[src/rtl/sample_decimator_if.sv]
// Sample stream bundle between the matched filter, the decimator and the demapper.
interface sample_decimator_if #(
    parameter int width_data = 16
);
    logic                  en;
    logic                  sync;
    logic [3:0]            phase;
    logic [width_data-1:0] data_in;
    logic [width_data-1:0] data_out;
    logic                  valid_out;
    logic                  ready;
    logic                  zero_err;
    logic [7:0]            err_cnt;

    modport master (
        output en, sync, phase, data_in,
        input  data_out, valid_out, ready, zero_err, err_cnt
    );

    modport slave (
        input  en, sync, phase, data_in,
        output data_out, valid_out, ready, zero_err, err_cnt
    );
endinterface

[src/rtl/sample_decimator.sv]
// Keeps one sample per group of `factor` at a selectable phase and
// flags discarded samples that are not zero.
module sample_decimator #(
    parameter int width_data = 16,
    parameter int factor     = 4
) (
    input  logic              clk,
    input  logic              rst,
    sample_decimator_if.slave bus
);
    localparam logic [3:0] LAST = 4'(factor - 1);

    logic [3:0]            cnt_q, cnt_d;
    logic [3:0]            phase_q, phase_d;
    logic [width_data-1:0] data_q, data_d;
    logic                  valid_q, valid_d;
    logic                  ready_q, ready_d;
    logic                  zero_q, zero_d;
    logic [7:0]            err_q, err_d;

    logic [3:0] idx;
    logic [3:0] phaseSel;
    logic [3:0] pe;
    logic       keep;

    // A sync cycle uses the incoming phase and restarts the group at index 0.
    always_comb begin
        idx      = bus.sync ? 4'd0 : cnt_q;
        phaseSel = bus.sync ? bus.phase : phase_q;
        pe       = (phaseSel > LAST) ? LAST : phaseSel;
        keep     = (idx == pe);

        cnt_d   = cnt_q;
        phase_d = bus.sync ? bus.phase : phase_q;
        data_d  = data_q;
        valid_d = 1'b0;
        zero_d  = 1'b0;
        ready_d = ready_q;
        err_d   = err_q;

        if (bus.en) begin
            cnt_d = (idx == LAST) ? 4'd0 : idx + 4'd1;
            if (keep) begin
                data_d  = bus.data_in;
                valid_d = 1'b1;
                ready_d = 1'b1;
            end else if (bus.data_in != '0) begin
                zero_d = 1'b1;
                if (err_q != 8'hFF) begin
                    err_d = err_q + 8'd1;
                end
            end
        end else if (bus.sync) begin
            cnt_d = 4'd0;
        end
    end

    always_ff @(posedge clk) begin
        if (rst) begin
            cnt_q   <= '0;
            phase_q <= '0;
            data_q  <= '0;
            valid_q <= 1'b0;
            ready_q <= 1'b0;
            zero_q  <= 1'b0;
            err_q   <= '0;
        end else begin
            cnt_q   <= cnt_d;
            phase_q <= phase_d;
            data_q  <= data_d;
            valid_q <= valid_d;
            ready_q <= ready_d;
            zero_q  <= zero_d;
            err_q   <= err_d;
        end
    end

    assign bus.data_out  = data_q;
    assign bus.valid_out = valid_q;
    assign bus.ready     = ready_q;
    assign bus.zero_err  = zero_q;
    assign bus.err_cnt   = err_q;
endmodule

[src/flat_wrapper.sv]
// flat-port wrapper written by rule: the top's interface ports become plain ports
module sample_decimator_flat 
#(
    parameter int width_data = 16,
    parameter int factor     = 4
)
  (clk, rst, bus_en, bus_sync, bus_phase, bus_data_in, bus_data_out, bus_valid_out, bus_ready, bus_zero_err, bus_err_cnt);
  sample_decimator_if #(.width_data(width_data)) bus_i ();
  input  logic clk;
  input  logic rst;
  input wire logic [$bits(bus_i.en)-1:0] bus_en;
  input wire logic [$bits(bus_i.sync)-1:0] bus_sync;
  input wire logic [$bits(bus_i.phase)-1:0] bus_phase;
  input wire logic [$bits(bus_i.data_in)-1:0] bus_data_in;
  output wire logic [$bits(bus_i.data_out)-1:0] bus_data_out;
  output wire logic [$bits(bus_i.valid_out)-1:0] bus_valid_out;
  output wire logic [$bits(bus_i.ready)-1:0] bus_ready;
  output wire logic [$bits(bus_i.zero_err)-1:0] bus_zero_err;
  output wire logic [$bits(bus_i.err_cnt)-1:0] bus_err_cnt;
  assign bus_i.en = bus_en;
  assign bus_i.sync = bus_sync;
  assign bus_i.phase = bus_phase;
  assign bus_i.data_in = bus_data_in;
  assign bus_data_out = bus_i.data_out;
  assign bus_valid_out = bus_i.valid_out;
  assign bus_ready = bus_i.ready;
  assign bus_zero_err = bus_i.zero_err;
  assign bus_err_cnt = bus_i.err_cnt;
  sample_decimator #(.width_data(width_data), .factor(factor)) u_core (.clk(clk), .rst(rst), .bus(bus_i));
endmodule
[config.mk]
export PLATFORM = sky130hd
export DESIGN_NAME = sample_decimator_flat
export DESIGN_NICKNAME = d
export VERILOG_FILES = /design/src/rtl/sample_decimator_if.sv /design/src/rtl/sample_decimator.sv /design/src/flat_wrapper.sv
export SDC_FILE = /design/constraint.sdc
export NUM_CORES = 1
export LEC_CHECK = 0
export CAP_MARGIN = 20
export CORE_MARGIN = 5
export CORE_UTILIZATION = 42
export DETAILED_ROUTE_END_ITERATION = 7
export GPL_TIMING_DRIVEN = 0
export PLACE_DENSITY = 0.75
export SETUP_SLACK_MARGIN = 0.15
export SYNTH_ARGS = -nofsm -noshare
export SYNTH_HDL_FRONTEND = slang
export SYNTH_SLANG_ARGS = --single-unit
[constraint.sdc]
create_clock -name clk -period 2.4 [get_ports clk]
set_clock_uncertainty 0.05 [all_clocks]
set_input_delay 0.48 -clock clk [delete_from_list [all_inputs] [get_ports clk]]
set_output_delay 0.48 -clock clk [all_outputs]
set_load 0.005 [all_outputs]
==> flow_summary.json <==
{
  "p_leak_nw": 0.8914,
  "holdWs_ns": 0.4206,
  "postRouteAntennaNets": 0,
  "setup_viol": 0,
  "area_delta_synth_final_pct": 42.74,
  "layout-drive-gt1-share": 0.1306,
  "fin_area_sq_um": 2411,
  "place_area_sq_um": 2242,
  "p_seq_frac": 0.485,
  "dp_hpwl_mm": 3.009,
  "root_buffer": "clkbuf_8",
  "grt_setup_unrepaired": "yes",
  "synth_nets": 211,
  "diodes": 0,
  "cp.arrival_ns": 2.34,
  "synthesis.area_sq_um": 1689,
  "tritoncts.num_buffers": 5,
  "max_freq_ghz": 0.4517,
  "nets": 270,
  "cts_max_level": 2,
  "grt_pass1_wl_mm": 6.513,
  "ir_worst_vdd_v": 0.0004613,
  "power_density_nw_per_um2": 531.9,
  "r2r-end": "u_core.bus.err_cnt[2]",
  "start_util": 0.4284,
  "cp_max_fo": 4,
  "reg2regPathDepth": 7,
  "max_cap_violations": 0,
  "cts_tree": "done",
  "vias": 1555,
  "p_total_mw": 1.283,
  "setup_slack_ns": 0.1860,
  "endpoint": "u_core.bus.err_cnt[5]",
  "synthArstFlopShare": 0,
  "synthFlopType": "dfxtp_1",
  "timing.rr.start": "u_core.bus.err_cnt[0]",
  "p_comb_frac": 0.153,
  "min_from": "u_core.bus.data_out[8]",
  "synth_top_area_cell": "dfxtp_1",
  "clkTransAtPathRegs_ns": 0.07,
  "die_h_um": 73.42,
  "firstDrtPassIters": 4,
  "die-area_sq_um": 5390,
  "yosysMostFrequentCell": "dfxtp_1",
  "clkSinkCount": 35,
  "grt_max_degree": 11,
  "via_per_inst": 5.271,
  "crit_start": "bus_data_in[8]",
  "grt_pass1_vias": 1502,
  "period_share": 0.9225,
  "n_fill_cell": 343,
  "synth_edf_count": 0,
  "antenna_found_initial": 0,
  "crit_path_start_kind": "input pin",
  "cts.path.max_buffers": 2,
  "outcome": "finished clean",
  "whs_path_depth": 2,
  "post_drt_wl_per_cell_um": 13.73,
  "min_path_type": "register to register",
  "core_sq_um": 3943,
  "rows": 23,
  "yosysWarningCount": 0,
  "fin_setup_tns_ns": 0,
  "worst_slew_pin_slew_ns": 0.5621,
  "final-hold-violation-count": 0,
  "routabilityCongestion": 0.8034,
  "slew_viol_final": 0,
  "synth_seq_cells": 35,
  "overflow": 0,
  "worstSetupPathType": "input pin to register",
  "syn_area_per_cell_sq_um": 9.130,
  "yosysSeqAreaShare": 0.4148,
  "finalWirelength_mm": 4.051,
  "cp-end-kind": "register",
  "io_buffers": 49,
  "synth_top_area_frac": 0.4148,
  "rrSetupSlack_ns": 0.40,
  "synth_cell_type_count": 39,
  "netSwitchingPower_mw": 0.3068,
  "netlist_instances": 185,
  "pre_cts_slack_ns": -0.5388,
  "insertion_delay_ns": 0.28,
  "synth.top_cells.by_area": "dfxtp_1 (41%), nand4b_1 (8.3%), nand2b_1 (5.9%)",
  "ios": 51,
  "drc_errors": 0,
  "p_sw_frac": 0.2392,
  "drtIter0Drc": 69,
  "power.share.clock": 0.362,
  "track_usage": 0.1518,
  "fin_crit_ns": 2.214,
  "maxSlewHeadroom": 0.6239,
  "synth_common_cells": "dfxtp_1 (35), nor2_1 (17), o21ai_0 (17), nand2b_1 (16), nand4b_1 (16)",
  "die-width_um": 73.42,
  "critPathRequiredTime_ns": 2.53,
  "p_int_mw": 0.9757
}
registers in the layout (all words and copies together), names as in the netlist:
name                  flops
u_core.cnt_q              4
u_core.bus.data_out      16
u_core.bus.ready          1
u_core.bus.err_cnt        8
u_core.phase_q            4
u_core.bus.valid_out      1
u_core.bus.zero_err       1
worst min-delay path by stage:
stage          slack [ns]                 endpoint
2_1_floorplan        0.41         u_core.bus.ready
3_3_place_gp         0.41  u_core.bus.data_out[12]
3_5_place_dp         0.42   u_core.bus.data_out[5]
4_1_cts              0.43  u_core.bus.data_out[10]
5_1_grt              0.43   u_core.bus.data_out[8]
6_report             0.42   u_core.bus.data_out[8]
what timing repair did:
action | in CTS | in global routing
gates resized for setup | 21 | 5
cloned | 0 | 0
setup endpoints to repair | 26 | 6
hold buffers | 0 | 0
pin swaps | 7 | 4
buffers inserted | 3 | 0
metal layers:
layer  vias to the layer above  global-route usage  wire length [um]
met5                         -                   0                 0
met4                         0             0.04829                53
met3                         6             0.04104               234
met2                        31              0.2592              1984
met1                       733              0.1848              1780
li1                        785                   -                 -
placed cells by master (no fill, tap or decap), types with 2 or more instances in the layout:
cell type and instances:
mux2_2 3, nand3_1 5, o31ai_1 2, nor3_1 4, or4_1 2, xnor2_1 2, nand4b_1 16, nand2_1 3
nand4_1 2, mux2_4 2, dlygate4sd2_1 9, clkbuf_8 7, ha_1 2, nor2_1 17, o21ai_0 17, clkbuf_1 9
nand2b_1 16, nor2b_1 8, buf_4 4, or4_4 4, inv_1 2, mux2i_1 5, dfxtp_1 35, clkbuf_2 3
a21oi_1 5, nor3b_1 2, dlymetal6s2s_1 3, clkdlybuf4s50_1 37
critical path: stages:
cell and delay [ns]:
clkdlybuf4s50_1 0.43, or4_4 0.44, o41ai_4 0.40, nor2_2 0.09, and3b_1 0.21, mux2_4 0.29
cell type report:
class | instances | area [sq um] | area share
tap | 50 | 62.56 | 0.02595
sequential | 35 | 700.7 | 0.2906
clock buffer | 8 | 100.1 | 0.04152
inverter | 2 | 7.507 | 0.003114
timing repair buffer | 52 | 509.2 | 0.2112
buffer | 14 | 71.32 | 0.02958
multi-input combinational | 134 | 959.7 | 0.3980
power by group through the flow:
stage,combinational (mW),sequential [mW],clock [mW]
floorplan,0.0887,0.634,0
global placement,0.188,0.635,0
detailed placement,0.190,0.635,0
CTS,0.196,0.622,0.473
global route,0.215,0.624,0.500
finish,0.196,0.622,0.464
stage by stage:
step	util	std cells
final	0.6116	295
after global routing	0.6116	295
after CTS	0.6062	295
after detailed placement	0.5687	284
after global placement	0.5687	284
after floorplan	-	185
cells by family (layout without fill, tap and decap cells):
family	Yosys count	in the layout	share of synthesized area
compound gates	31	31	0.1185
mux	10	10	0.06741
flops	35	35	0.4148
simple gates	88	88	0.3319
xor+xnor	3	3	0.01556
buf+inv	16	76	0.03704
fa+ha+maj	2	2	0.01481
Note: power is estimated with default switching activity, not from simulation.
